`config.mk`:
```
export PLATFORM = sky130hd
export DESIGN_NAME = sterownik_nadawania
export DESIGN_NICKNAME = d
export VERILOG_FILES = /design/src/rtl/sterownik_nadawania.sv
export SDC_FILE = /design/constraint.sdc
export NUM_CORES = 1
export LEC_CHECK = 0
export CAP_MARGIN = 30
export CORE_MARGIN = 8
export CORE_UTILIZATION = 41
export DETAILED_ROUTE_END_ITERATION = 16
export PLACE_DENSITY = 0.75
export SYNTH_ARGS = -nofsm -noshare
export SYNTH_HDL_FRONTEND = slang
export SYNTH_SLANG_ARGS = --single-unit
```
`constraint.sdc`:
```
create_clock -name CLK -period 1.55 [get_ports CLK]
set_input_delay 0.465 -clock CLK [delete_from_list [all_inputs] [get_ports CLK]]
set_output_delay 0.465 -clock CLK [all_outputs]
set_load 0.01 [all_outputs]
```
`src/rtl/sterownik_nadawania.sv`:
```
`default_nettype none
// ---------------------------------------------------------------------------
// sterownik_nadawania: loads a word into a 4-bit bidirectional shift register
// and shifts it out serially. Optional parity bit: STEROWNIK_PARZYSTOSC_EN.
// Revision: 1.0
// ---------------------------------------------------------------------------
module sterownik_nadawania #(
  parameter int WIDTH = 4,
  parameter int CNT_W = 2
) (
  input  logic             CLK,
  input  logic             RST,
  input  logic [WIDTH-1:0] DATA,
  input  logic             DIR,
  input  logic             VALID,
  output logic             READY,
  input  logic [WIDTH-1:0] Q,
  output logic [WIDTH-1:0] I,
  output logic             S1,
  output logic             S0,
  output logic             SER_OUT,
  output logic             SER_VALID,
  output logic             DONE
);

  typedef enum logic [2:0] {
    ST_IDLE,
    ST_LOAD,
    ST_SHIFT,
    ST_FIN
`ifdef STEROWNIK_PARZYSTOSC_EN
    , ST_PARITY
`endif
  } state_t;

  localparam logic [CNT_W-1:0] C_LAST = CNT_W'(WIDTH - 1);

  state_t           state_q, state_d;
  logic [CNT_W-1:0] cnt_q, cnt_d;
  logic [WIDTH-1:0] word_q, word_d;
  logic             dir_q, dir_d;
  logic             ready_q, ready_d;
  logic [1:0]       mode_q, mode_d;
  logic [WIDTH-1:0] i_q, i_d;
  logic             ser_valid_q, ser_valid_d;
  logic             done_q, done_d;
  logic             shifting_q, shifting_d;
  logic             parity_q, parity_d;
  logic [CNT_W-1:0] bit_idx;

  always_comb begin
    state_d = state_q;
    cnt_d   = cnt_q;
    word_d  = word_q;
    dir_d   = dir_q;
    unique case (state_q)
      ST_IDLE: begin
        if (VALID) begin
          word_d  = DATA;
          dir_d   = DIR;
          state_d = ST_LOAD;
        end
      end
      ST_LOAD: begin
        state_d = ST_SHIFT;
        cnt_d   = '0;
      end
      ST_SHIFT: begin
        if (cnt_q == C_LAST) begin
          cnt_d = '0;
`ifdef STEROWNIK_PARZYSTOSC_EN
          state_d = ST_PARITY;
`else
          state_d = ST_FIN;
`endif
        end else begin
          cnt_d = cnt_q + CNT_W'(1);
        end
      end
`ifdef STEROWNIK_PARZYSTOSC_EN
      ST_PARITY: state_d = ST_FIN;
`endif
      ST_FIN:  state_d = ST_IDLE;
      default: state_d = ST_IDLE;
    endcase

    // Outputs are decoded from the next state so they line up with state_q.
    ready_d     = (state_d == ST_IDLE);
    shifting_d  = (state_d == ST_SHIFT);
    done_d      = (state_d == ST_FIN);
    i_d         = (state_d == ST_LOAD) ? word_d : '0;
    mode_d      = 2'b00;
    if (state_d == ST_LOAD) begin
      mode_d = 2'b11;
    end else if (state_d == ST_SHIFT) begin
      mode_d = dir_d ? 2'b10 : 2'b01;
    end
`ifdef STEROWNIK_PARZYSTOSC_EN
    parity_d    = (state_d == ST_PARITY);
`else
    parity_d    = 1'b0;
`endif
    ser_valid_d = shifting_d | parity_d;
  end

  always_ff @(posedge CLK) begin
    if (RST) begin
      state_q     <= ST_IDLE;
      cnt_q       <= '0;
      word_q      <= '0;
      dir_q       <= 1'b0;
      ready_q     <= 1'b1;
      mode_q      <= 2'b00;
      i_q         <= '0;
      ser_valid_q <= 1'b0;
      done_q      <= 1'b0;
      shifting_q  <= 1'b0;
      parity_q    <= 1'b0;
    end else begin
      state_q     <= state_d;
      cnt_q       <= cnt_d;
      word_q      <= word_d;
      dir_q       <= dir_d;
      ready_q     <= ready_d;
      mode_q      <= mode_d;
      i_q         <= i_d;
      ser_valid_q <= ser_valid_d;
      done_q      <= done_d;
      shifting_q  <= shifting_d;
      parity_q    <= parity_d;
    end
  end

  // The exiting bit sits at the end the register shifts towards.
  assign bit_idx = dir_q ? C_LAST : '0;

  always_comb begin
    SER_OUT = 1'b0;
    if (shifting_q) begin
      SER_OUT = Q[bit_idx];
    end else if (parity_q) begin
      SER_OUT = ^word_q;
    end
  end

  assign READY     = ready_q;
  assign I         = i_q;
  assign S1        = mode_q[1];
  assign S0        = mode_q[0];
  assign SER_VALID = ser_valid_q;
  assign DONE      = done_q;

endmodule
`default_nettype wire
```
==> metrics.csv <==
metric,value,unit
outcome,"complete, no violations",
reg2regPathDepth,3,
cts_root_buffer,clkbuf_4,
gr-total-overflow,0,
regArea,302,sq um
grt_pass1_wl,1880,microns
layout_common_cells,"dfxtp_1 (14), dlygate4sd2_1 (11), clkdlybuf4s50_1 (7)",
worst_path_max_delay_cell,dlygate4sd2_1,
crit_path_cell_trace,dlygate4sd2_1 -> mux2i_1 -> nor2b_1 -> buf_2,
setup_ws,0.0808,ns
die_y,54.2,microns
preCtsSetupSlack,-0.580,ns
async_flop_share,0,
peakVddDrop,0.510,mV
drtIter0Drc,6,
yosysWarningCount,0,
row_count,13,
h-tree-depth,1,
crit_arrival,1.00,ns
routed_wl,1180,microns
maxCapViolCount,0,
hold_buffers,0,
post-dp-hpwl,938,microns
final_area,806,sq um
p_per_area,873,nW/um^2
finalSetupViolCount,0,
rsz0062_at_grt,false,
cp_max_fo,1,
dieWidth,54.2,microns
worstHoldPathType,flop to flop,
period_share,0.948,
path_class,input port to primary output,
grt_max_degree,12,
fmax,681,MHz
tns,0,ns
netlist_area,599,sq um
finalCriticalPeriod,1.47,ns
synth.ff_latch_count,15,
io_pins,22,
ant_nets,0,
holdWs,0.478,ns
synth_edf_count,0,
synth_cell_types,29,
diodes,0,
finalMaxSlewViolations,0,
placed_area,796,sq um
final_common_cell,dfxtp_1,
antenna_found_initial,0,
ys_seq_area_frac,0.501,
insertion_delay,0.28,ns
multi_input_area,275,sq um
wire_per_inst,12.6,microns
max-clock-path-buffers,2,
drive_above_1_share,0.177,
grt_use_total,0.0878,
cts_buffers,3,
io_buffers,19,
syn_nets,71,
core-area,1330,sq um
syn_area_per_cell,10.3,sq um
clock_sinks,15,
syn_inst,58,
final_nets,93,
die_area,2940,sq um
vias_per_cell,4.82,
cpPeakStageDelay,0.23,ns
min_delay_path_depth,2,
route.detailed.drc,0,
synthFlopType,dfxtp_1,
cts_tree,done,
first_pass_iters,3,
nFillCells,126,
initial_utilization,0.449,
end_kind,primary output,
synthToLayoutAreaGrowth,34.4,%
critPathLaunchType,input port,
clkTransAtPathRegs,0.09,ns
p_leak,0.368,nW
via_count,453,
grt_pass1_vias,451,
hold_viol,0,
place.gp.congestion,0.681,
timing.critical_path.required,1.08,ns
clock_skew,0.00577,ns
==> kinds of logic (layout without fill, tap and decap cells) <==
| family | Yosys count | after routing | synth area share |
|---|---|---|---|
| simple gates | 24 | 24 | 0.261 |
| xor+xnor | 1 | 1 | 0.0146 |
| flops | 15 | 15 | 0.501 |
| fa+ha+maj | 1 | 1 | 0.0209 |
| other cells | 1 | 1 | 0.00626 |
| compound gates | 9 | 9 | 0.104 |
| mux | 3 | 3 | 0.0522 |
| buf+inv | 4 | 25 | 0.0396 |
==> state kept, by name, summed over array words and instances, names as in the netlist <==
name	count
DONE	1
mode_q	2
cnt_q	2
I	4
READY	1
shifting_q	1
state_q	3
dir_q	1
==> stage by stage <==
stage | cells | total power, mW | utilization
global route | 94 | 0.744 | 0.604
global placement | 90 | 0.500 | 0.597
floorplan | 58 | 0.457 | -
detailed placement | 90 | 0.502 | 0.597
CTS | 94 | 0.713 | 0.603
finish | 94 | 0.704 | 0.604
==> critical path, delay by kind of cell <==
family	cells	cell delay, ns
AND/OR/NAND/NOR	1	0.06
multiplexers	1	0.12
buffers and inverters	2	0.36
==> layer usage <==
metal,global-route usage,share of wire
met4,0.0492,0
met3,0.0407,0.084
met2,0.158,0.54
met1,0.0793,0.38
met5,0,0
==> final cells by class <==
cell class                 instances  area share
clock inverter                     1     0.00621
timing repair buffer              20       0.222
multi-input combinational         39       0.342
tap                               15      0.0233
inverter                           1     0.00466
sequential                        15       0.374
clock buffer                       3      0.0280
==> synthesized netlist by cell type (2+ instances only) <==
cell	number	area share
nor2_1	5	0.031
and2_1	4	0.042
mux2i_1	2	0.033
a21o_2	2	0.029
o21ai_2	2	0.029
nor2b_1	2	0.021
a21oi_1	3	0.025
dfxtp_1	15	0.50
nand2_1	3	0.019
==> repair_timing <==
action,CTS,global route
gates resized for setup,15,1
hold endpoints to repair,0,0
buffers inserted,0,0
endpoints found under the setup margin,10,1
cloned,0,0
==> path summary, 6_finish.rpt <==
| check | start | endpoint | slack, ns |
|---|---|---|---|
| setup / recovery | Q[0] | SER_OUT | 0.08 |
| hold / removal | cnt_q[1]$_SDFFE_PP0P_ | cnt_q[1]$_SDFFE_PP0P_ | 0.48 |
| setup reg to reg | state_q[0]$_SDFF_PP0_ | I[3]$_SDFF_PP0_ | 0.25 |
| hold reg to reg | cnt_q[1]$_SDFFE_PP0P_ | cnt_q[1]$_SDFFE_PP0P_ | 0.48 |
==> power breakdown <==
part	switching [mW]	leakage [nW]	internal, mW	total [mW]
clock	0.124	0.0177	0.0956	0.219
sequential	0.0116	0.123	0.398	0.410
combinational	0.0278	0.227	0.0466	0.0744
No activity file was read; power rests on OpenSTA's default activity.
